<file path="config.mk">
export PLATFORM = sky130hd
export DESIGN_NAME = trace_capture
export DESIGN_NICKNAME = d
export VERILOG_FILES = /design/src/rtl/trace_pkg.sv /design/src/rtl/trace_ram.sv /design/src/rtl/trace_capture.sv
export SDC_FILE = /design/constraint.sdc
export NUM_CORES = 1
export LEC_CHECK = 0
export CORE_AREA = 2 2 200 251
export CTS_CLUSTER_SIZE = 30
export DETAILED_ROUTE_END_ITERATION = 6
export DIE_AREA = 0 0 202 253
export GPL_TIMING_DRIVEN = 0
export PLACE_DENSITY = 0.65
export SLEW_MARGIN = 20
export SYNTH_ARGS = -nofsm -noshare
export SYNTH_HDL_FRONTEND = slang
export SYNTH_HIERARCHICAL = 1
export SYNTH_SLANG_ARGS = --single-unit
</file>
<file path="constraint.sdc">
create_clock -name clk -period 6.6 [get_ports clk]
set_clock_uncertainty 0.15 [all_clocks]
set_input_delay 1.32 -clock clk [delete_from_list [all_inputs] [get_ports clk]]
set_output_delay 1.32 -clock clk [all_outputs]
set_load 0.03 [all_outputs]
</file>
<file path="src/rtl/trace_pkg.sv">
// trace_pkg: shared state encoding and entry layout helpers for the trace capture buffer
package trace_pkg;
  localparam logic [1:0] IDLE = 2'd0, ARMED = 2'd1, POST = 2'd2, DONE = 2'd3;
  localparam int FLAG_W = 3;
  function automatic int entry_w(input int pc_w, input int instr_w, input int data_w);
    return pc_w + instr_w + data_w + FLAG_W;
  endfunction
  function automatic int alu_off();
    return FLAG_W;
  endfunction
  function automatic int instr_off(input int data_w);
    return FLAG_W + data_w;
  endfunction
  function automatic int pc_off(input int instr_w, input int data_w);
    return FLAG_W + data_w + instr_w;
  endfunction
endpackage

</file>
<file path="src/rtl/trace_ram.sv">
// trace_ram: DEPTH x W register array, synchronous write, asynchronous read, contents not reset
module trace_ram #(
  parameter int DEPTH = 16,
  parameter int W = 29,
  localparam int AW = $clog2(DEPTH)
) (
  input  logic          clk,
  input  logic          we,
  input  logic [AW-1:0] waddr,
  input  logic [W-1:0]  wdata,
  input  logic [AW-1:0] raddr,
  output logic [W-1:0]  rdata
);
  logic [W-1:0] mem [DEPTH];
  always_ff @(posedge clk) if (we) mem[waddr] <= wdata;
  assign rdata = mem[raddr];
endmodule

</file>
<file path="src/rtl/trace_capture.sv">
// trace_capture: armed/triggered circular trace of the CPU debug bus, read out oldest-first over valid/ready
// ports: arm/force_trig/trig_en/trig_pc/post_count control capture; sample_en + pc/instr/alu/flags feed entries;
// rd_valid/rd_ready/rd_data/rd_last stream the frozen buffer; state and fill report progress
module trace_capture import trace_pkg::*; #(
  parameter int DEPTH = 16,
  parameter int PC_W = 8,
  parameter int INSTR_W = 10,
  parameter int DATA_W = 8,
  parameter int ENTRY_W = entry_w(PC_W, INSTR_W, DATA_W),
  localparam int AW = $clog2(DEPTH)
) (
  input  logic               clk,
  input  logic               reset,
  input  logic               arm,
  input  logic               force_trig,
  input  logic               trig_en,
  input  logic [PC_W-1:0]    trig_pc,
  input  logic [AW-1:0]      post_count,
  input  logic               sample_en,
  input  logic [PC_W-1:0]    pc_in,
  input  logic [INSTR_W-1:0] instr_in,
  input  logic [DATA_W-1:0]  alu_in,
  input  logic               zero_in,
  input  logic               carry_in,
  input  logic               neg_in,
  output logic               rd_valid,
  input  logic               rd_ready,
  output logic [ENTRY_W-1:0] rd_data,
  output logic               rd_last,
  output logic [1:0]         state,
  output logic [AW:0]        fill
);
  logic [AW-1:0] wr_ptr, rd_ptr, post_left, wr_ptr_nxt;
  logic [AW:0] remaining, fill_nxt;
  logic force_pend, write, trig, done_now, xfer, do_arm;
  assign write = sample_en && (state == ARMED || state == POST);
  assign trig = state == ARMED && sample_en && ((trig_en && pc_in == trig_pc) || force_trig || force_pend);
  assign done_now = (trig && post_left == '0) || (write && state == POST && post_left == AW'(1));
  assign xfer = state == DONE && rd_valid && rd_ready;
  assign do_arm = arm && (state == IDLE || state == DONE);
  assign wr_ptr_nxt = wr_ptr + 1'b1;
  assign fill_nxt = fill == (AW+1)'(DEPTH) ? fill : fill + 1'b1;
  assign rd_last = rd_valid && remaining == (AW+1)'(1);
  trace_ram #(.DEPTH(DEPTH), .W(ENTRY_W)) u_ram (
    .clk(clk), .we(write), .waddr(wr_ptr),
    .wdata({pc_in, instr_in, alu_in, zero_in, carry_in, neg_in}),
    .raddr(rd_ptr), .rdata(rd_data)
  );
  always_ff @(posedge clk or posedge reset) begin
    if (reset) begin
      state <= IDLE;
      wr_ptr <= '0;
      rd_ptr <= '0;
      fill <= '0;
      post_left <= '0;
      remaining <= '0;
      rd_valid <= 1'b0;
      force_pend <= 1'b0;
    end else begin
      if (write) begin
        wr_ptr <= wr_ptr_nxt;
        fill <= fill_nxt;
      end
      // a force pulse between qualified cycles triggers on the next sample
      if (state == ARMED && force_trig && !sample_en) force_pend <= 1'b1;
      if (do_arm) begin
        state <= ARMED;
        fill <= '0;
        wr_ptr <= '0;
        post_left <= post_count;
        remaining <= '0;
        rd_valid <= 1'b0;
        force_pend <= 1'b0;
      end else if (done_now) begin
        state <= DONE;
        post_left <= '0;
        // with a full buffer fill_nxt wraps to 0 here, making the oldest entry the one after the newest
        rd_ptr <= wr_ptr_nxt - fill_nxt[AW-1:0];
        remaining <= fill_nxt;
        rd_valid <= 1'b1;
        force_pend <= 1'b0;
      end else if (trig) begin
        state <= POST;
        force_pend <= 1'b0;
      end else if (write && state == POST) begin
        post_left <= post_left - 1'b1;
      end else if (xfer) begin
        rd_ptr <= rd_ptr + 1'b1;
        remaining <= remaining - 1'b1;
        if (remaining == (AW+1)'(1)) begin
          rd_valid <= 1'b0;
          state <= IDLE;
        end
      end
    end
  end
endmodule

</file>
Word-level counts from Yosys, hierarchy flattened
Memories as Yosys holds them, arrays and structs flattened.
Cells that the tools add are included.
W data, S select, Z words.
{ "totals": {"register_bits": 26, "latchBits": 0, "ram_bits": 464, "mem_bits_ro": 0, "input_bits": 48, "out_inout_bits": 38, "wordCells": 98, "n_memories": 1} }
{ "mem_list": {"columns": ["memory", "words", "width", "read_ports", "rd_ports_with_merged_regs", "write_ports", "line_no", "source"], "rows": [
  ["u_ram.mem", 16, 29, 1, 0, 1, "trace_ram.sv:14", "logic [W-1:0] mem [DEPTH];"]
]} }
{ "classes": {"n_addsub": 6, "multipliers": 0, "div_mod_pow": 0, "order_cmp": 0, "eq_ne": 12, "n_shift": 0, "mux": 36, "n_bitwise": 1, "n_reduce_logical": 34} }
{ "ops": {"columns": ["op", "count"], "rows": [
  ["$mux W4", 10],
  ["$mux W5", 8],
  ["$logic_and A1 B1 Y1", 13],
  ["$mux W1", 12],
  ["$mux W2", 6],
  ["$reduce_bool A4 Y1", 3],
  ["$reduce_bool A3 Y1", 3],
  ["$add A4 B1 Y4 const B", 2],
  ["$eq A8 B8 Y1", 1],
  ["$reduce_and A4 Y1", 2],
  ["$reduce_and A3 Y1", 2],
  ["$add A5 B1 Y5 const B", 1],
  ["$eq A5 B1 Y1 const B", 1],
  ["$eq A5 B5 Y1 const B", 1],
  ["$logic_or A1 B1 Y1", 5],
  ["$sub A5 B1 Y5 const B", 1],
  ["$eq A2 B2 Y1 const B", 2],
  ["$eq A4 B1 Y1 const B", 1],
  ["$logic_not A4 Y1", 1],
  ["$ne A4 B4 Y1 const B", 1],
  ["$reduce_bool A2 Y1", 2],
  ["$sub A4 B1 Y4 const B", 1],
  ["$sub A4 B4 Y4", 1],
  ["$ne A3 B1 Y1 const B", 1],
  ["8 further kinds", 8]
]} }

Depth between registers and ports, before layout
Gate-level depths: netlist of the first run.
{ "depth": {"depth_word": 9, "mapped_depth": 11, "ltp_nobuf": 11} }

Hierarchy
The synthesis of the first run kept the hierarchy.
{ "by_module_without_submodules": {"columns": ["module", "n_inst", "cells_each", "area_each_um2"], "rows": [
  ["trace_ram", 1, 732, 17451.7],
  ["trace_capture", 1, 188, 1790.5]
]} }

Worst setup path before layout of the first run
No wires, ideal clock.
{ "synth_path": {"kind": "in2reg", "startpoint": "in sample_en", "endpoint": "mem u_ram.mem[0][0] (enable)", "arrival_ns": 3.987, "t_required_ns": 5.999, "path_slack_ns": 2.012, "stages": 4, "n_path_buf": 0, "path_cell_list": "nand2b_4 > inv_4 > or3b_2 > nor3_1"} }
{ "synth_between": {"elab_chain_cells": 3} }
{ "synth_lines": {"columns": ["item", "line_no", "source"], "rows": [
  ["start: declaration", "trace_capture.sv:19", "input logic sample_en,"],
  ["$logic_and A1 B1 Y1", "trace_capture.sv:36", "assign write = sample_en && (state == ARMED || state == POST);"],
  ["via write", "trace_capture.sv:35", "logic force_pend, write, trig, done_now, xfer, do_arm;"],
  ["$mux W1", "trace_ram.sv:15", "always_ff @(posedge clk) if (we) mem[waddr] <= wdata;"],
  ["$mux W1 (not written as such)", "trace_ram.sv:15", null],
  ["end: declaration", "trace_ram.sv:14", null]
]} }
The timed path passes the listed nets, and every way through them passes these cells.

Worst setup path after layout of the first run
{ "layout_path": {"startpoint": "reg rd_ptr[1]", "endpoint": "out rd_data[1]"} }
{ "layout_between": {"elab_chain_cells": 1} }
{ "layout_lines": {"columns": ["item", "line_no", "source"], "rows": [
  ["start: declaration", "trace_capture.sv:33", "logic [AW-1:0] wr_ptr, rd_ptr, post_left, wr_ptr_nxt;"],
  ["start signal: assignment", "trace_capture.sv:78", "rd_ptr <= wr_ptr_nxt - fill_nxt[AW-1:0];"],
  ["start signal: assignment", "trace_capture.sv:88", "rd_ptr <= rd_ptr + 1'b1;"],
  ["$mem_v2 Z16 W29", null, null],
  ["end: declaration", "trace_capture.sv:28", "output logic [ENTRY_W-1:0] rd_data,"]
]} }
Every way passes these cells.

==> summary.md, run 1 <==
| Metric | Value |
|---|---|
| Worst min path class | `reg2reg` |
| Drt drc | `0` |
| Clock latency on the worst-skew pair | `0.55 ns` |
| CTS tree | `built` |
| Number of global-route vias before repair | `9981` |
| ANT cells | `0` |
| Die width | `202 um` |
| Antenna violations before repair | `0` |
| Synthesized flop and latch total | `490` |
| Synthesized area | `0.0192 mm2` |
| Clock buffers created by TritonCTS | `44` |
| RSZ-0062 raised after global routing | `no` |
| Inst Count DP | `1688` |
| Cells after Synth | `920` |
| Status | `finished, final reports clean` |
| CP Max Fanout | `10` |
| Die Area | `0.0511 mm2` |
| Post-CTS resize count | `0` |
| Drt pass-1 iters | `5` |
| Worst-Margin Slew | `0.926 ns` |
| Clock tree buffer depth | `3` |
| Most common cell after layout, fill and taps aside | `edfxtp_1` |
| R2R cell count | `9` |
| CP Launch Type | `flip-flop` |
| PwrDens | `408 mW/mm2` |
| Min cycle time layout | `5.07 ns` |
| Fin nets | `1146` |
| Worst path required time | `5.13 ns` |
| Fin cells | `1768` |
| Final Wtd Congestion | `0.773` |
| Post-DP HPWL | `27700 um` |
| Arrival time worst endpoint | `3.60 ns` |
| Post-DRT Antenna Nets | `0` |
| Max Slew Vio Count | `0` |
| Core area | `0.0488 mm2` |
| Fill cell count | `3950` |
| Average size of a mapped cell | `20.9 um2` |
| Gr ovfl total | `0` |
| Top Ports | `86` |
| Most frequent cells in the layout | `edfxtp_1, mux4_2, clkdlybuf4s50_1` |
| GRT Util Overall | `17.1%` |
| VDD IR max | `0.000212 V` |
| Detailed Route Iter0 Violations | `865` |
| Area added between synthesis and finish | `19.1%` |
| Row Count | `91` |
| Root buf cell | `clkbuf_16` |
| Top FF cell, synth | `edfxtp_1` |
| Post-synth net total | `983` |
| Die H | `253 um` |
| Initial core utilization | `39.4%` |
| Postcts setup bufs | `0` |
| Drt total wl | `42900 um` |
| Hold Path Depth | `2` |
| Tot Pwr | `9340 uW` |
| Layout cell share with drive strength beyond 1 | `22.6%` |
| Port bufs | `85` |
| Cts hold-fix bufs | `0` |
| First-pass GRT wire length | `64200 um` |
| Sequential area share after synthesis | `75.8%` |
| Via count of the routed design | `9613` |
| Fmax | `197 MHz` |
| Via/cell ratio | `5.44` |
| FFs w/ async S/R, synth | `5.31%` |
| MaxCap Viol Count | `0` |
| Relative slew slack | `38.2%` |
| Number of synthesized flops with an enable pin | `464` |
| Clock transition at the registers of the reported paths | `0.06 ns` |
| WL/cell | `24.3 um` |
| Clk sinks | `490` |
| Syn. warnings | `6` |
| Final hold vios | `0` |
| Static Leak | `0.00734 uW` |
| Period Utilization, post-route | `76.8%` |
| Final Setup Violations | `0` |
| Crit path capture type | `primary output` |
| Largest net degree at the start of global routing | `27` |
| Yosys cell types | `52` |
| WS Path Type | `reg2out` |
| # H-tree levels | `2` |
cell usage after synthesis, types with 3 or more instances:
cell type | number | area [um2]
a21oi_1 | 9 | 45.0
nand3_1 | 9 | 45.0
nand2_1 | 45 | 169
nor2_1 | 18 | 67.6
o211ai_1 | 6 | 45.0
clkbuf_1 | 22 | 82.6
nor3_1 | 7 | 35.0
ha_1 | 14 | 175
buf_6 | 7 | 78.8
xor2_1 | 13 | 114
o21ai_1 | 17 | 85.1
and2_1 | 4 | 25.0
edfxtp_1 | 464 | 13900
buf_2 | 12 | 60.1
o22ai_1 | 3 | 18.8
o21ai_0 | 4 | 20.0
inv_1 | 16 | 60.1
mux4_2 | 110 | 2480
xnor2_1 | 7 | 61.3
a22oi_1 | 58 | 435
a22o_1 | 6 | 52.6
dfrtp_1 | 26 | 651
nand3b_1 | 3 | 22.5
mux4_1 | 6 | 158
registers in the layout, summed over array words and instances (netlist names):
| name | cells |
|---|---|
| rd_ptr | 4 |
| fill | 5 |
| u_ram/mem | 464 |
| force_pend | 1 |
| wr_ptr | 4 |
| state | 2 |
| remaining | 5 |
| post_left | 4 |
| rd_valid | 1 |
metrics by stage:
step                hold slack, ns  util, %  cell area [um2]  TNS (ns)  worst slack [ns]
floorplan                    0.363        -            19200         0              2.01
global placement             0.391     42.8            20900    -88.29            -0.951
detailed placement           0.403     44.1            21500         0              1.85
CTS                          0.410     46.9            22900         0              1.51
global route                 0.429     46.9            22900         0              1.41
finish                       0.417     46.9            22900         0              1.53
final cells by class:
class / count / area [um2] / area share (%)
inverter: 17 / 66.3 / 0.289
clock inverter: 22 / 206 / 0.901
sequential: 490 / 14600 / 63.6
timing repair buffer: 117 / 1360 / 5.94
buffer: 43 / 244 / 1.06
multi-input combinational: 370 / 4460 / 19.5
tap: 651 / 815 / 3.55
clock buffer: 58 / 1180 / 5.16
where the power goes:
part           internal [uW]  leakage [uW]  switching [uW]
combinational           1310       0.00215            1830
clock                   1390      0.000670            1080
sequential              3630       0.00452             113
worst max-delay path, stage by stage (launching register included):
cell	delay, ns
dfrtp_1	0.39
clkbuf_1	0.42
clkbuf_1	0.75
mux4_2	0.43
a22oi_1	0.22
nand2_1	0.18
clkdlybuf4s50_1	0.64
per-layer routing:
metal / global-route usage (%) / vias to the layer above / share of wire, %
met5: 0 / - / 0
met2: 29.5 / 259 / 52
met4: 5.38 / 0 / 2.6
li1: - / 4153 / -
met3: 2.54 / 63 / 5.0
met1: 22.3 / 5138 / 41
path summary, 6_finish.rpt:
kind,start,to,slack [ns]
worst max register to register,state[0],u_ram/mem[0][27],3.11
worst min register to register,remaining[3],remaining[3],0.42
max in group asynchronous,reset,post_left[0],4.88
worst max-delay path,rd_ptr[1],rd_data[1],1.53
worst min-delay path,remaining[3],remaining[3],0.42
min in group asynchronous,reset,fill[3],1.01
logic make-up after synthesis:
family | count (synthesis) | synth area share [%]
flip-flops | 490 | 75.8
multiplexers | 118 | 13.8
AO/OA/AOI/OAI | 117 | 4.30
AND/OR/NAND/NOR | 99 | 2.43
buffers and inverters | 60 | 1.61
XOR/XNOR | 21 | 1.03
adder cells (fa/ha/maj) | 15 | 1.01
No activity file was read; power rests on OpenSTA's default activity.
==> run 2, diff against run 1 <==
==> constraint.sdc (replaced) <==
create_clock -name clk -period 5.02 [get_ports clk]
set_clock_uncertainty 0.15 [all_clocks]
set_input_delay 1.004 -clock clk [delete_from_list [all_inputs] [get_ports clk]]
set_output_delay 1.004 -clock clk [all_outputs]
set_load 0.03 [all_outputs]
==> results of run 2 <==
Same layout as run 1 (identical final DEF). Status: finished, final reports clean.
Among the figures that moved: setup slack after placement 1.85 ns -> 0.583 ns; setup slack after layout 1.53 ns -> 0.268 ns; register-to-register setup slack 3.11 ns -> 1.53 ns; total power 9340 uW -> 12300 uW; worst IR drop on VDD 0.000212 V -> 0.000279 V
==> run 3, diff against run 2 <==
--- a/config.mk
+++ b/config.mk
@@ -6,6 +6,7 @@
 export NUM_CORES = 1
 export LEC_CHECK = 0
 export CORE_AREA = 2 2 200 251
+export CTS_BUF_LIST = sky130_fd_sc_hd__clkbuf_4 sky130_fd_sc_hd__clkbuf_8
 export CTS_CLUSTER_SIZE = 30
 export DETAILED_ROUTE_END_ITERATION = 6
 export DIE_AREA = 0 0 202 253
==> run 3 against run 2 <==
Clock power down 5%. Power down 1.4%. Register-to-register slack better by 0.03 ns. Setup slack worse by 0.075 ns. Worst hold slack better by 0.00053 ns. Sequential share of layout area about the same. First-iteration DRC count down 4.3%. Cell count up 2.7%. Non-clock buffer count unchanged. Flip-flop and latch count unchanged. Sequential power about the same. Critical path type unchanged. Largest cell class unchanged. Largest power group unchanged.
==> summary.md, run 3 (synthesis gave the netlist of run 1 again) <==
| Metric | Value |
|---|---|
| Top Ports | `86 (unchanged)` |
| Area added between synthesis and finish | `19.1% (about the same)` |
| Worst min path class | `reg2reg (unchanged)` |
| Crit path capture type | `primary output (unchanged)` |
| Cts hold-fix bufs | `0 (unchanged)` |
| Post-DRT Antenna Nets | `0 (unchanged)` |
| Final Wtd Congestion | `0.773 (unchanged)` |
| Period Utilization, post-route | `96.2% (was 94.7%)` |
| Post-CTS resize count | `0 (unchanged)` |
| Final worst slack | `0.192 ns (was 0.268 ns)` |
| Core area | `0.0488 mm2 (unchanged)` |
| Finished Cell Area | `0.0229 mm2 (about the same)` |
| GRT Util Overall | `17.4% (was 17.1%)` |
| Detailed Route Iter0 Violations | `828 (was 865)` |
| Root buf cell | `clkbuf_8 (was clkbuf_16)` |
| Via/cell ratio | `5.39 (was 5.44)` |
| Gr ovfl total | `0 (unchanged)` |
| DP Worst Slack | `0.583 ns (unchanged)` |
| Final hold slack | `0.418 ns (was 0.417 ns)` |
| Clock latency on the worst-skew pair | `0.62 ns (was 0.55 ns)` |
| Biggest register | `u_ram/mem (unchanged)` |
| Drt drc | `0 (unchanged)` |
| Worst path required time | `3.87 ns (about the same)` |
| CP Max Fanout | `10 (unchanged)` |
| MaxCap Viol Count | `0 (unchanged)` |
| WL/cell | `24.0 um (was 24.3 um)` |
| Clk sinks | `490 (unchanged)` |
| PwrDens | `529 mW/mm2 (was 536 mW/mm2)` |
| Bufs and invs on worst path | `3 (unchanged)` |
| CP cell instances | `nor2b_1 -> clkbuf_1 -> clkbuf_1 -> a22oi_1 -> nand2_1 -> clkdlybuf4s50_1 (was clkbuf_1 -> clkbuf_1 -> mux4_2 -> a22oi_1 -> nand2_1 -> clkdlybuf4s50_1)` |
| Worst path most repeated cell | `clkbuf_1 (unchanged)` |
| Clock tree buffer depth | `3 (unchanged)` |
| Port bufs | `85 (unchanged)` |
| Clock buffers created by TritonCTS | `72 (was 44)` |
| Dpl cell area | `0.0215 mm2 (unchanged)` |
| Most frequent cells in the layout | `edfxtp_1, mux4_2, clkdlybuf4s50_1 (unchanged)` |
| CP Launch Type | `flip-flop (unchanged)` |
| Final Setup Violations | `0 (unchanged)` |
| Hold Path Depth | `2 (unchanged)` |
| Min cycle time layout | `4.83 ns (was 4.75 ns)` |
| Tot Pwr | `12100 uW (was 12300 uW)` |
| Die width | `202 um (unchanged)` |
| Row Count | `91 (unchanged)` |
| # H-tree levels | `3 (was 2)` |
| Crit path depth | `6 (unchanged)` |
| Crit-path slowest cell | `clkdlybuf4s50_1 (was clkbuf_1)` |
| Most common cell after layout, fill and taps aside | `edfxtp_1 (unchanged)` |
| CTS tree | `built (unchanged)` |
| Clock transition at the registers of the reported paths | `0.06 ns (about the same)` |
| Die Area | `0.0511 mm2 (unchanged)` |
| Status | `finished, final reports clean (unchanged)` |
| RSZ-0062 raised after global routing | `no (unchanged)` |
| Arrival time worst endpoint | `3.67 ns (was 3.60 ns)` |
| Worst path max stage delay | `0.69 ns (was 0.75 ns)` |
| Antenna violations before repair | `1 (was 0)` |
| Final hold vios | `0 (unchanged)` |
| Die H | `253 um (unchanged)` |
| R2R cell count | `9 (unchanged)` |
| Max Slew Vio Count | `0 (unchanged)` |
| Fin nets | `1174 (was 1146)` |
| VDD IR max | `0.000322 V (was 0.000279 V)` |
| Post-DP HPWL | `27700 um (unchanged)` |
| Number of global-route vias before repair | `10300 (was 9981)` |
| Via count of the routed design | `9787 (was 9613)` |
| Top Registers | `u_ram/mem x464, fill x5, remaining x5 (unchanged)` |
| Relative slew slack | `37.8% (was 38.2%)` |
| WS Path Type | `reg2out (unchanged)` |
| Largest register FFs | `464 (unchanged)` |
| Static Leak | `0.00741 uW (was 0.00734 uW)` |
| Drt pass-1 iters | `4 (was 5)` |
| Drt total wl | `43500 um (was 42900 um)` |
| Postcts setup bufs | `0 (unchanged)` |
| Fin cells | `1816 (was 1768)` |
| CP delay by family, top | `buffers and inverters (unchanged)` |
| Inst Count DP | `1688 (unchanged)` |
| Fill cell count | `3983 (was 3950)` |
| Largest net degree at the start of global routing | `27 (unchanged)` |
| Layout cell share with drive strength beyond 1 | `26.3% (was 22.6%)` |
| Initial core utilization | `39.4% (unchanged)` |
| Fmax | `207 MHz (was 210 MHz)` |
| First-pass GRT wire length | `65100 um (was 64200 um)` |
| Worst-Margin Slew | `0.934 ns (was 0.926 ns)` |
-- run 3: cell count changes in the layout (fill, tap and decap cells not counted), sizes merged --
cell and change:
clkbuf +46, clkinv +5, bufinv -3, diode +1
inv -1
-- run 3: stage by stage --
step | TNS, ns | utilization [%]
after floorplan | 0 | -
after global placement | -364.96 | 42.8
after detailed placement | 0 | 44.1
after CTS | 0 | 46.9
after global routing | 0 | 46.9
final | 0 | 46.9
-- run 3: area by class of cell --
class	count	area (um2)	share of cell area, %
inverters	17	66.3	0.289
plain buffers	43	244	1.06
multi-input cells	370	4460	19.5
clock inverters	23	113	0.491
clock buffers	104	1270	5.54
repair buffers	117	1360	5.95
diodes	1	2.50	0.0109
flip-flops and latches	490	14600	63.6
well taps	651	815	3.55
-- run 3: tightest hold or removal path: stages (launching register included) --
cell     delay (ns)
dfrtp_1        0.40
o41ai_1        0.07
a21oi_1        0.06
-- run 3: layer usage --
layer	track usage (%)	up-vias	wire [um]
li1	-	4218	-
met1	22.0	5216	17500
met2	30.0	286	22500
met3	3.46	67	2380
met4	6.39	0	1030
met5	0	-	0
-- run 3: report_power, final --
part	switching (uW)	internal [uW]
clock	1440	1630
combinational	2410	1720
sequential	148	4770
-- run 3: worst paths after layout --
kind / startpoint / endpoint / slack [ns]
setup / recovery: rd_ptr[3] / rd_data[19] / 0.19
min in group asynchronous: reset / fill[3] / 0.62
setup reg to reg: state[0] / u_ram/mem[0][27] / 1.56
hold reg to reg: remaining[3] / remaining[3] / 0.42
max in group asynchronous: reset / rd_valid / 3.71
hold / removal: remaining[3] / remaining[3] / 0.42
